**config.mk**
```make
export PLATFORM = sky130hd
export DESIGN_NAME = backup_dram_flat
export DESIGN_NICKNAME = d
export VERILOG_FILES = /design/src/rtl/ftl_define.sv /design/src/rtl/backup_dram_if.sv /design/src/rtl/ftl_cmd_pack.sv /design/src/rtl/backup_dram.sv /design/src/flat_wrapper.sv
export SDC_FILE = /design/constraint.sdc
export NUM_CORES = 1
export LEC_CHECK = 0
export ABC_AREA = 0
export CAP_MARGIN = 20
export CORE_UTILIZATION = 59
export CTS_BUF_LIST = sky130_fd_sc_hd__clkbuf_4 sky130_fd_sc_hd__clkbuf_8
export CTS_CLUSTER_SIZE = 14
export DETAILED_ROUTE_END_ITERATION = 12
export GPL_TIMING_DRIVEN = 0
export PLACE_DENSITY = 0.94
export SLEW_MARGIN = 20
export SYNTH_ARGS = -nofsm -noshare
export SYNTH_HDL_FRONTEND = slang
export SYNTH_HIERARCHICAL = 1
export SYNTH_SLANG_ARGS = --single-unit
export TNS_END_PERCENT = 30
```
**constraint.sdc**
```tcl
create_clock -name clk -period 5.05 [get_ports clk]
set_input_delay 0.505 -clock clk [delete_from_list [all_inputs] [get_ports clk]]
set_output_delay 0.505 -clock clk [all_outputs]
set_load 0.02 [all_outputs]
```
**src/rtl/ftl_define.sv**
```systemverilog
// ---------------------------------------------------------------------------
// ftl_define
// Shared FTL constants: controller command geometry, opcodes, target codes,
// flash locations of the bad-block table and register save area, and the
// DRAM base of the bad-block table. Also holds the backup_dram state type.
// ---------------------------------------------------------------------------
package ftl_define;

    localparam int COMMAND_WIDTH      = 128;
    localparam int CHANNEL_ADDR_WIDTH = 3;
    localparam int DRAM_ADDR_WIDTH    = 29;
    // DRAM address bits above the 4 KB page offset
    localparam int DRAM_PAGE_WIDTH    = DRAM_ADDR_WIDTH - 12;
    localparam int NUM_CHANNELS       = 1 << CHANNEL_ADDR_WIDTH;

    localparam logic [23:0]                BADBLOCK_FLASH_ADDR1 = 24'h000000;
    localparam logic [23:0]                BADBLOCK_FLASH_ADDR2 = 24'h000018;
    localparam logic [DRAM_ADDR_WIDTH-1:0] BAD_BLOCK_INFO_BASE  = 29'h0100_0000;
    localparam logic [21:0]                REGISTER_BASE_FLASH  = 22'h000020;

    typedef enum logic [1:0] {
        OP_READ  = 2'b00,
        OP_WRITE = 2'b01,
        OP_ERASE = 2'b10
    } opcode_t;

    localparam logic [1:0] TARGET_TABLE    = 2'b10;
    localparam logic [1:0] TARGET_REGISTER = 2'b01;

    typedef enum logic [2:0] {
        S_IDLE,
        S_SEND_ERASE,
        S_ERASE_GAP,
        S_SEND_WRITE,
        S_WRITE_GAP,
        S_SEND_REGISTER,
        S_DONE
    } backup_state_t;

endpackage

```
**src/rtl/backup_dram_if.sv**
```systemverilog
// ---------------------------------------------------------------------------
// backup_dram_if
// Control/command bundle between backup_dram and its environment.
//   trigger_backup_dram            : start request (level)
//   all_Cmd_Available_flag         : every controller command FIFO has room
//   register_snapshot              : FTL register values to save
//   controller_command_fifo_in     : command word to the FIFOs
//   controller_command_fifo_in_en  : one-hot per-channel FIFO write enable
//   backup_busy / backup_done      : progress status
// slave  = backup_dram side, master = the driving side.
// ---------------------------------------------------------------------------
interface backup_dram_if;
    import ftl_define::*;

    logic                     trigger_backup_dram;
    logic                     all_Cmd_Available_flag;
    logic [63:0]              register_snapshot;
    logic [COMMAND_WIDTH-1:0] controller_command_fifo_in;
    logic [NUM_CHANNELS-1:0]  controller_command_fifo_in_en;
    logic                     backup_busy;
    logic                     backup_done;

    modport slave (
        input  trigger_backup_dram,
        input  all_Cmd_Available_flag,
        input  register_snapshot,
        output controller_command_fifo_in,
        output controller_command_fifo_in_en,
        output backup_busy,
        output backup_done
    );

    modport master (
        output trigger_backup_dram,
        output all_Cmd_Available_flag,
        output register_snapshot,
        input  controller_command_fifo_in,
        input  controller_command_fifo_in_en,
        input  backup_busy,
        input  backup_done
    );

endinterface

```
**src/rtl/ftl_cmd_pack.sv**
```systemverilog
// ---------------------------------------------------------------------------
// ftl_cmd_pack
// Combinational formatter for a 128-bit controller command (MSB first):
//   word3 = {op, 0, target, 27'b0}
//   word2 = {5'b0, channel, page_addr}
//   word1 = {12'b0, dram_page, channel}
//   word0 = {5'b0, page_addr, channel}
// Ports: op, target, channel, page_addr, dram_page (DRAM address >> 12) in;
//        command out.
// ---------------------------------------------------------------------------
module ftl_cmd_pack
    import ftl_define::*;
(
    input  opcode_t                       op,
    input  logic [1:0]                    target,
    input  logic [CHANNEL_ADDR_WIDTH-1:0] channel,
    input  logic [23:0]                   page_addr,
    input  logic [DRAM_PAGE_WIDTH-1:0]    dram_page,
    output logic [COMMAND_WIDTH-1:0]      command
);

    assign command = {op, 1'b0, target, 27'b0,
                      5'b0, channel, page_addr,
                      12'b0, dram_page, channel,
                      5'b0, page_addr, channel};

endmodule

```
**src/rtl/backup_dram.sv**
```systemverilog
// ---------------------------------------------------------------------------
// backup_dram
// Shutdown flush: erases the bad-block table block on every channel, writes
// each table page from DRAM back to flash on every channel, then saves the
// FTL register snapshot with one WRITE on channel 0.
// Ports:
//   clk    : system clock
//   reset  : asynchronous, active-low
//   bus    : backup_dram_if.slave (trigger, FIFO-ready flag, snapshot,
//            command word + one-hot enable, busy/done status)
// Every command is followed by one gap cycle with the enable low.
// ---------------------------------------------------------------------------
module backup_dram
    import ftl_define::*;
(
    input  logic          clk,
    input  logic          reset,
    backup_dram_if.slave  bus
);

    backup_state_t                 state_q, state_nxt;
    logic [CHANNEL_ADDR_WIDTH-1:0] ch_q, ch_nxt;
    logic [23:0]                   page_q, page_nxt;
    logic [DRAM_ADDR_WIDTH-1:0]    dram_q, dram_nxt;
    logic [63:0]                   snap_q, snap_nxt;
    logic [COMMAND_WIDTH-1:0]      fifo_q, fifo_nxt;
    logic [NUM_CHANNELS-1:0]       en_q, en_nxt;
    logic                          busy_q, busy_nxt;
    logic                          done_q, done_nxt;

    opcode_t                       pk_op;
    logic [23:0]                   pk_page;
    logic [DRAM_PAGE_WIDTH-1:0]    pk_dram;
    logic [COMMAND_WIDTH-1:0]      table_cmd;
    logic [COMMAND_WIDTH-1:0]      register_cmd;

    // Erases always target the first table page and carry no DRAM address.
    always_comb begin
        pk_op   = OP_WRITE;
        pk_page = page_q;
        pk_dram = dram_q[DRAM_ADDR_WIDTH-1:12];
        if (state_q == S_SEND_ERASE) begin
            pk_op   = OP_ERASE;
            pk_page = BADBLOCK_FLASH_ADDR1;
            pk_dram = '0;
        end
    end

    ftl_cmd_pack u_cmd_pack (
        .op        (pk_op),
        .target    (TARGET_TABLE),
        .channel   (ch_q),
        .page_addr (pk_page),
        .dram_page (pk_dram),
        .command   (table_cmd)
    );

    // Register save uses its own layout: flash address in word2, raw snapshot
    // in the low 64 bits.
    assign register_cmd = {OP_WRITE, 1'b0, TARGET_REGISTER, 27'b0,
                           10'b0, REGISTER_BASE_FLASH, snap_q};

    always_comb begin
        state_nxt = state_q;
        ch_nxt    = ch_q;
        page_nxt  = page_q;
        dram_nxt  = dram_q;
        snap_nxt  = snap_q;
        fifo_nxt  = fifo_q;
        en_nxt    = '0;
        busy_nxt  = busy_q;
        done_nxt  = done_q;

        case (state_q)
            S_IDLE: begin
                if (bus.trigger_backup_dram) begin
                    snap_nxt  = bus.register_snapshot;
                    busy_nxt  = 1'b1;
                    state_nxt = S_SEND_ERASE;
                end
            end
            S_SEND_ERASE: begin
                if (bus.all_Cmd_Available_flag) begin
                    fifo_nxt  = table_cmd;
                    en_nxt    = NUM_CHANNELS'(1) << ch_q;
                    state_nxt = S_ERASE_GAP;
                end
            end
            S_ERASE_GAP: begin
                ch_nxt    = ch_q + 1'b1;
                state_nxt = (ch_nxt == '0) ? S_SEND_WRITE : S_SEND_ERASE;
            end
            S_SEND_WRITE: begin
                if (bus.all_Cmd_Available_flag) begin
                    fifo_nxt  = table_cmd;
                    en_nxt    = NUM_CHANNELS'(1) << ch_q;
                    state_nxt = S_WRITE_GAP;
                end
            end
            S_WRITE_GAP: begin
                ch_nxt    = ch_q + 1'b1;
                state_nxt = S_SEND_WRITE;
                // After the last channel of a page, move to the next table
                // page / DRAM 4 KB page, or finish with the register save.
                if (ch_nxt == '0) begin
                    if (page_q == BADBLOCK_FLASH_ADDR2) begin
                        state_nxt = S_SEND_REGISTER;
                    end else begin
                        page_nxt = page_q + 24'd8;
                        dram_nxt = dram_q + DRAM_ADDR_WIDTH'(4096);
                    end
                end
            end
            S_SEND_REGISTER: begin
                if (bus.all_Cmd_Available_flag) begin
                    fifo_nxt  = register_cmd;
                    en_nxt    = NUM_CHANNELS'(1);
                    state_nxt = S_DONE;
                end
            end
            S_DONE: begin
                busy_nxt = 1'b0;
                done_nxt = 1'b1;
            end
            default: state_nxt = S_IDLE;
        endcase
    end

    always_ff @(posedge clk or negedge reset) begin
        if (!reset) begin
            state_q <= S_IDLE;
            ch_q    <= '0;
            page_q  <= BADBLOCK_FLASH_ADDR1;
            dram_q  <= BAD_BLOCK_INFO_BASE;
            snap_q  <= '0;
            fifo_q  <= '0;
            en_q    <= '0;
            busy_q  <= 1'b0;
            done_q  <= 1'b0;
        end else begin
            state_q <= state_nxt;
            ch_q    <= ch_nxt;
            page_q  <= page_nxt;
            dram_q  <= dram_nxt;
            snap_q  <= snap_nxt;
            fifo_q  <= fifo_nxt;
            en_q    <= en_nxt;
            busy_q  <= busy_nxt;
            done_q  <= done_nxt;
        end
    end

    assign bus.controller_command_fifo_in    = fifo_q;
    assign bus.controller_command_fifo_in_en = en_q;
    assign bus.backup_busy                   = busy_q;
    assign bus.backup_done                   = done_q;

endmodule

```
**src/flat_wrapper.sv**
```systemverilog
// flat-port wrapper written by rule: the top's interface ports become plain ports
module backup_dram_flat import ftl_define::*;
  (clk, reset, bus_trigger_backup_dram, bus_all_Cmd_Available_flag, bus_register_snapshot, bus_controller_command_fifo_in, bus_controller_command_fifo_in_en, bus_backup_busy, bus_backup_done);
  backup_dram_if bus_i ();
  input  logic clk;
  input  logic reset;
  input wire logic [$bits(bus_i.trigger_backup_dram)-1:0] bus_trigger_backup_dram;
  input wire logic [$bits(bus_i.all_Cmd_Available_flag)-1:0] bus_all_Cmd_Available_flag;
  input wire logic [$bits(bus_i.register_snapshot)-1:0] bus_register_snapshot;
  output wire logic [$bits(bus_i.controller_command_fifo_in)-1:0] bus_controller_command_fifo_in;
  output wire logic [$bits(bus_i.controller_command_fifo_in_en)-1:0] bus_controller_command_fifo_in_en;
  output wire logic [$bits(bus_i.backup_busy)-1:0] bus_backup_busy;
  output wire logic [$bits(bus_i.backup_done)-1:0] bus_backup_done;
  assign bus_i.trigger_backup_dram = bus_trigger_backup_dram;
  assign bus_i.all_Cmd_Available_flag = bus_all_Cmd_Available_flag;
  assign bus_i.register_snapshot = bus_register_snapshot;
  assign bus_controller_command_fifo_in = bus_i.controller_command_fifo_in;
  assign bus_controller_command_fifo_in_en = bus_i.controller_command_fifo_in_en;
  assign bus_backup_busy = bus_i.backup_busy;
  assign bus_backup_done = bus_i.backup_done;
  backup_dram u_core (.clk(clk), .reset(reset), .bus(bus_i));
endmodule
```
# Word level (Yosys, flattened, before mapping)
# Cells that the tools add are included.
totals:
  input_bits: 68
  regBits: 261
classes:
  n_eq_ne: 12
  addsub: 3
  bitwise: 2
  muxes: 19
  shifts: 1
  n_reduce_logical: 11
ops:
  columns: ["op", "count"]
  rows:
  - ["2-to-1 mux 128 bit", 2]
  - ["case mux 128 bit (2 select lines)", 1]
  - ["adder 29 x 13 -> 29 bit, second input constant", 1]
  - ["adder 24 x 4 -> 24 bit, second input constant", 1]
  - ["equality test 24 x 5 -> 1 bit, second input constant", 1]
  - ["2-to-1 mux 24 bit", 1]
  - ["case mux 3 bit (7 select lines)", 1]
  - ["2-to-1 mux 3 bit", 6]
  - ["2-to-1 mux 17 bit", 1]
  - ["case mux 8 bit (2 select lines)", 1]
  - ["equality test 3 bit, second input constant", 3]
  - ["2-to-1 mux 8 bit", 1]
  - ["!= test 2 bit, second input constant", 4]
  - ["<< shifter 1 x 3 -> 8 bit, first input constant", 1]
  - ["equality test 3 x 2 -> 1 bit, second input constant", 2]
  - ["logical NOT 3 bit", 2]
  - ["AND reduction 3 bit", 2]
  - ["AND reduction 5 bit", 1]
  - ["2-to-1 mux 2 bit", 2]
  - ["AND reduction 2 bit", 2]
  - ["nonzero test 2 bit", 2]
  - ["OR reduction 2 bit", 2]
  - ["adder 3 x 1 -> 3 bit, second input constant", 1]
  - ["equality test 3 x 1 -> 1 bit, second input constant", 1]
  - ["other kinds (4)", 6]

# Longest topological paths before layout
logic_depth:
  word_depth: 4
  ltp_mapped: 8
  ltp_nobuf: 7

# Hierarchy
# The synthesis kept the hierarchy.
modules_own_cells:
  columns: ["mod", "cells_each", "area_per_inst_um2", "n_inst", "seq_area_each_um2"]
  rows:
  - ["backup_dram", 835, 10273.6, 1, 6157.2]
  - ["ftl_cmd_pack", 129, 964.7, 1, 0.0]

# Worst setup path after synthesis
# No wires, ideal clock.
synth_timing:
  path_kind: "register to register"
  startpoint: "register u_core.ch_q[0]"
  endpoint: "register u_core.dram_q[22]"
  path_stages_with_launch: 8
  path_slack_ps: 2718
  setup_ps: 123
  path_buffers: 0
  period_less_slack_ps: 2332
  arrival_time_ps: 2209
  cell_sequence: "dfrtp_1 -> ha_1 -> ha_1 -> nand2_1 -> or3_4 -> or3_1 -> or3_1 -> xnor2_1"
synth_between:
  elab_chain_cells: 3
synth_lines:
  columns: ["item", "line_no", "rtl"]
  rows:
  - ["start, declared", "backup_dram.sv:22", "logic [CHANNEL_ADDR_WIDTH-1:0] ch_q, ch_nxt;"]
  - ["start signal, assigned", "backup_dram.sv:142", "ch_q <= ch_nxt;"]
  - ["adder 3 x 1 -> 3 bit", "backup_dram.sv:101", "ch_nxt = ch_q + 1'b1;"]
  - ["logical NOT 3 bit", "backup_dram.sv:105", "if (ch_nxt == '0) begin"]
  - ["AND reduction 3 bit (no source line)", null, null]
  - ["end signal, assigned", "backup_dram.sv:144", "dram_q <= dram_nxt;"]
  - ["end, declared", "backup_dram.sv:24", "logic [DRAM_ADDR_WIDTH-1:0] dram_q, dram_nxt;"]
# No other way between the ends.
# A chain may end at the register's enable or synchronous reset.

# Final worst setup path
layout_timing:
  startpoint: "register u_core.ch_q[1]"
  endpoint: "register u_core.dram_q[26]"
# Same word-level chain as after synthesis.

==> metrics.cfg <==
[grt]
grt_pass1_wl_microns = 41700
grt_pass1_vias = 8316
grt_overflow = 0
grt_util_all_layers = 0.270
grt_max_degree = 98
antenna_found_initial = 0

[routing]
viasPerCell = 5.21
wl_per_cell_microns = 17.0
drtAntennaViolNets = 0
vias = 7950
routed_wl_microns = 26000
drc = 0
drtPass1Iterations = 5
dr.first_iter.drc_count = 369

[synth]
synthMuxAreaShare = 0.125
synth_top_area_cell = dfrtp_1
yosysMostFrequentCell = dfrtp_1
synth_area_sq_um = 11200
yosysTopAreaCellShare = 0.546
synthXorXnorAreaFrac = 0.0281
yosys-top-cells-count = 245 x dfrtp_1, 128 x buf_4, 88 x nand2_1
synthSimpleGateAreaFrac = 0.0967
syn_area_per_cell_sq_um = 11.7
ys_seq_elements = 246
synth_top_family_by_area = multiplexers
async_reset_ff_frac = 1.00
syn-instance-count = 964
synth_cell_types = 44
ys.flop_type = dfrtp_1
synth_edf_count = 0
yosysSeqAreaShare = 0.548
yosys_warnings = 6
ys_top_cells_by_area = dfrtp_1 55%, buf_4 8.6%, mux2i_1 5.9%
synthAdderAreaFrac = 0.0100
synth_compound_area_frac = 0.0854

[floorplan]
die_area_sq_um = 19600
fp.coreArea_sq_um = 18700
rows = 50
die_y_microns = 140
ios = 206
die_w_microns = 140
initial_core_util = 0.601

[worst_setup_path]
max_stage_delay_ns = 0.53
cp.required_ns = 5.50
reg2reg_slack_ns = 2.23
rr_endpoint = u_core/dram_q[26]$_DFFE_PN0P_
crit_buf_inv = 1
worstPathArrival_ns = 3.27
crit_chain = ha_1 -> ha_1 -> nand2_1 -> nor3_2 -> o21ai_1 -> clkbuf_1 -> nor4_1 -> xor2_1
cpMostUsedCell = ha_1
cpMaxStageDelayCell = dfrtp_1
worstSetupPathType = reg2reg
crit_family = simple AND/OR/NAND/NOR gates
critPathMaxFanout = 10
reg2reg_depth = 8
critPathCaptureType = flip-flop
r2r_start = u_core/ch_q[1]$_DFFE_PN0P_
critPathLaunchType = flip-flop

[sta]
tightest_slew_ns = 0.803
finalHoldViolations = 0
setup_viol = 0
period_needed_ns = 2.82
rsz0062_at_grt = no
fmax_mhz = 355
slew_headroom = 0.465
fin_tns_setup_ns = 0
clock_skew_ns = 0.0248
holdWs_ns = 0.460
maxSlewViolCount = 0
finalCritPeriodShare = 0.558

[cells_and_area]
fin_cells = 1527
fin_area_sq_um = 14600
num-fill-cells = 1148
utilization = 0.782
synthToLayoutAreaGrowth_pct = 30.2
drive_above_1_share = 0.196
finish.net_count = 1346
n_antenna_cell = 0

[power]
power_density_nw_per_um2 = 526
vdd_ir_drop_max_uv = 302
leakagePower_nw = 7.23

[hold_path]
holdPathStages = 1
min_to = u_core/dram_q[28]$_DFFE_PN0P_
min-delay-start = u_core/dram_q[28]$_DFFE_PN0P_
min_path_type = reg2reg

[status]
status = finished clean

[clock_tree]
htree_levels = 2
cts_tree = built
numCtsBuffers = 40
clk_latency_ns = 0.53
postCtsSetupRepairBufs = 0
cts_resized = 0
ctsLongestPathBuffers = 3
clk_pin_slew_ns = 0.07
cts_sinks = 246
cts_root_buf = clkbuf_8

[placed_design]
hpwl_microns = 18200
dpl-instance-area_sq_um = 13800
dp_cells = 1460
gp_congestion = 0.822
portBuffers = 205

[run]
cap_violations = 0

## worst register-to-register path, stage by stage (launching register included)
cell and delay (ns):
dfrtp_1 0.53, ha_1 0.28, ha_1 0.33, nand2_1 0.12, nor3_2 0.31, o21ai_1 0.21, clkbuf_1 0.31, nor4_1 0.47
xor2_1 0.18
## state kept, by name, indices dropped and copies added, names as in the netlist
name / count
u_core/page_q: 21
u_core/bus.backup_done: 1
u_core/dram_q: 17
u_core/bus.controller_command_fifo_in_en: 8
u_core/state_q: 3
u_core/snap_q: 64
u_core/bus.backup_busy: 1
u_core/bus.controller_command_fifo_in: 128
u_core/ch_q: 3
## through the flow
stage,worst slack (ns),power (mW)
detailed placement,2.07,6.03
global placement,-6.63,5.90
finish,2.23,7.69
global route,1.93,8.09
floorplan,2.72,4.74
CTS,2.28,7.74
## layout make-up
class / count / area (sq um) / area share
clock inverter: 2 / 12.5 / 0.000855
tap: 234 / 293 / 0.0200
inverter: 6 / 22.5 / 0.00154
clock buffer: 64 / 756 / 0.0517
buffer: 178 / 1170 / 0.0799
sequential: 246 / 6160 / 0.421
timing repair buffer: 208 / 2120 / 0.145
multi-input combinational: 589 / 4100 / 0.280
## routing by layer
metal | vias to the layer above | part of all wire | global-route usage
met4 | 0 | 0.029 | 0.110
met1 | 3902 | 0.42 | 0.338
met2 | 241 | 0.50 | 0.465
met5 | - | 0 | 0
li1 | 3753 | - | -
met3 | 54 | 0.045 | 0.0468
## report_power, final
part	total [mW]	internal (mW)	switching, mW
registers	3.04	2.63	0.410
logic	2.96	1.43	1.54
clock network	1.68	0.939	0.742
total	7.69	5.00	2.69
## logic make-up (layout without fill, tap and decap cells)
kind of cell,after synthesis,count (layout)
muxes,132,132
AOI/OAI and AO/OA,141,141
buffers and inverters,184,458
other,3,58
adders and majority gates,9,9
and+or+nand+nor,213,213
xor gates and xnor gates,36,36
DFF,246,246
## cells in the final DEF (no fill, tap or decap), types with 2 or more instances in the layout
master           count
mux2i_1             66
a21oi_1              4
conb_1              58
mux2_2              33
nor2_1              13
clkdlybuf4s50_1    204
buf_4              128
mux2_1              33
clkbuf_4            20
buf_16               2
and2_1               2
nor2b_1             38
xor2_1              24
xnor2_1             12
or3_1                3
nand4_1              9
inv_1                6
nor3_1              10
o21ai_0             30
nand2_1             88
buf_1                5
clkbuf_8            44
dfrtp_1            245
nand2b_1             2
a22o_1              61
nor3b_1              2
buf_2               16
ha_1                 9
clkbuf_1            29
nor4b_1              3
and3_1               7
o21ai_1             39
nand3_1             13
o22a_1               3
nor4_1              15
## how the worst max path moves through the flow
| stage | startpoint | endpoint | cells after the start |
|---|---|---|---|
| CTS | u_core/ch_q[0]$_DFFE_PN0P_ | u_core/dram_q[26]$_DFFE_PN0P_ | 8 |
| global route | u_core/ch_q[2]$_DFFE_PN0P_ | u_core/dram_q[26]$_DFFE_PN0P_ | 8 |
| finish | u_core/ch_q[1]$_DFFE_PN0P_ | u_core/dram_q[26]$_DFFE_PN0P_ | 8 |
| global placement | reset | u_core/snap_q[54]$_DFFE_PN0P_ | 1 |
| detailed placement | bus_all_Cmd_Available_flag | u_core/bus.controller_command_fifo_in[2]$_DFFE_PN0P_ | 6 |
| floorplan | u_core/ch_q[0]$_DFFE_PN0P_ | u_core/dram_q[22]$_DFFE_PN0P_ | 7 |
## what timing repair did
action                                 4_1_cts  5_1_grt
setup endpoints to repair                    0        0
endpoints found under the hold margin       57        0
hold buffers                                 1        0
(Power assumes the default switching activity.)
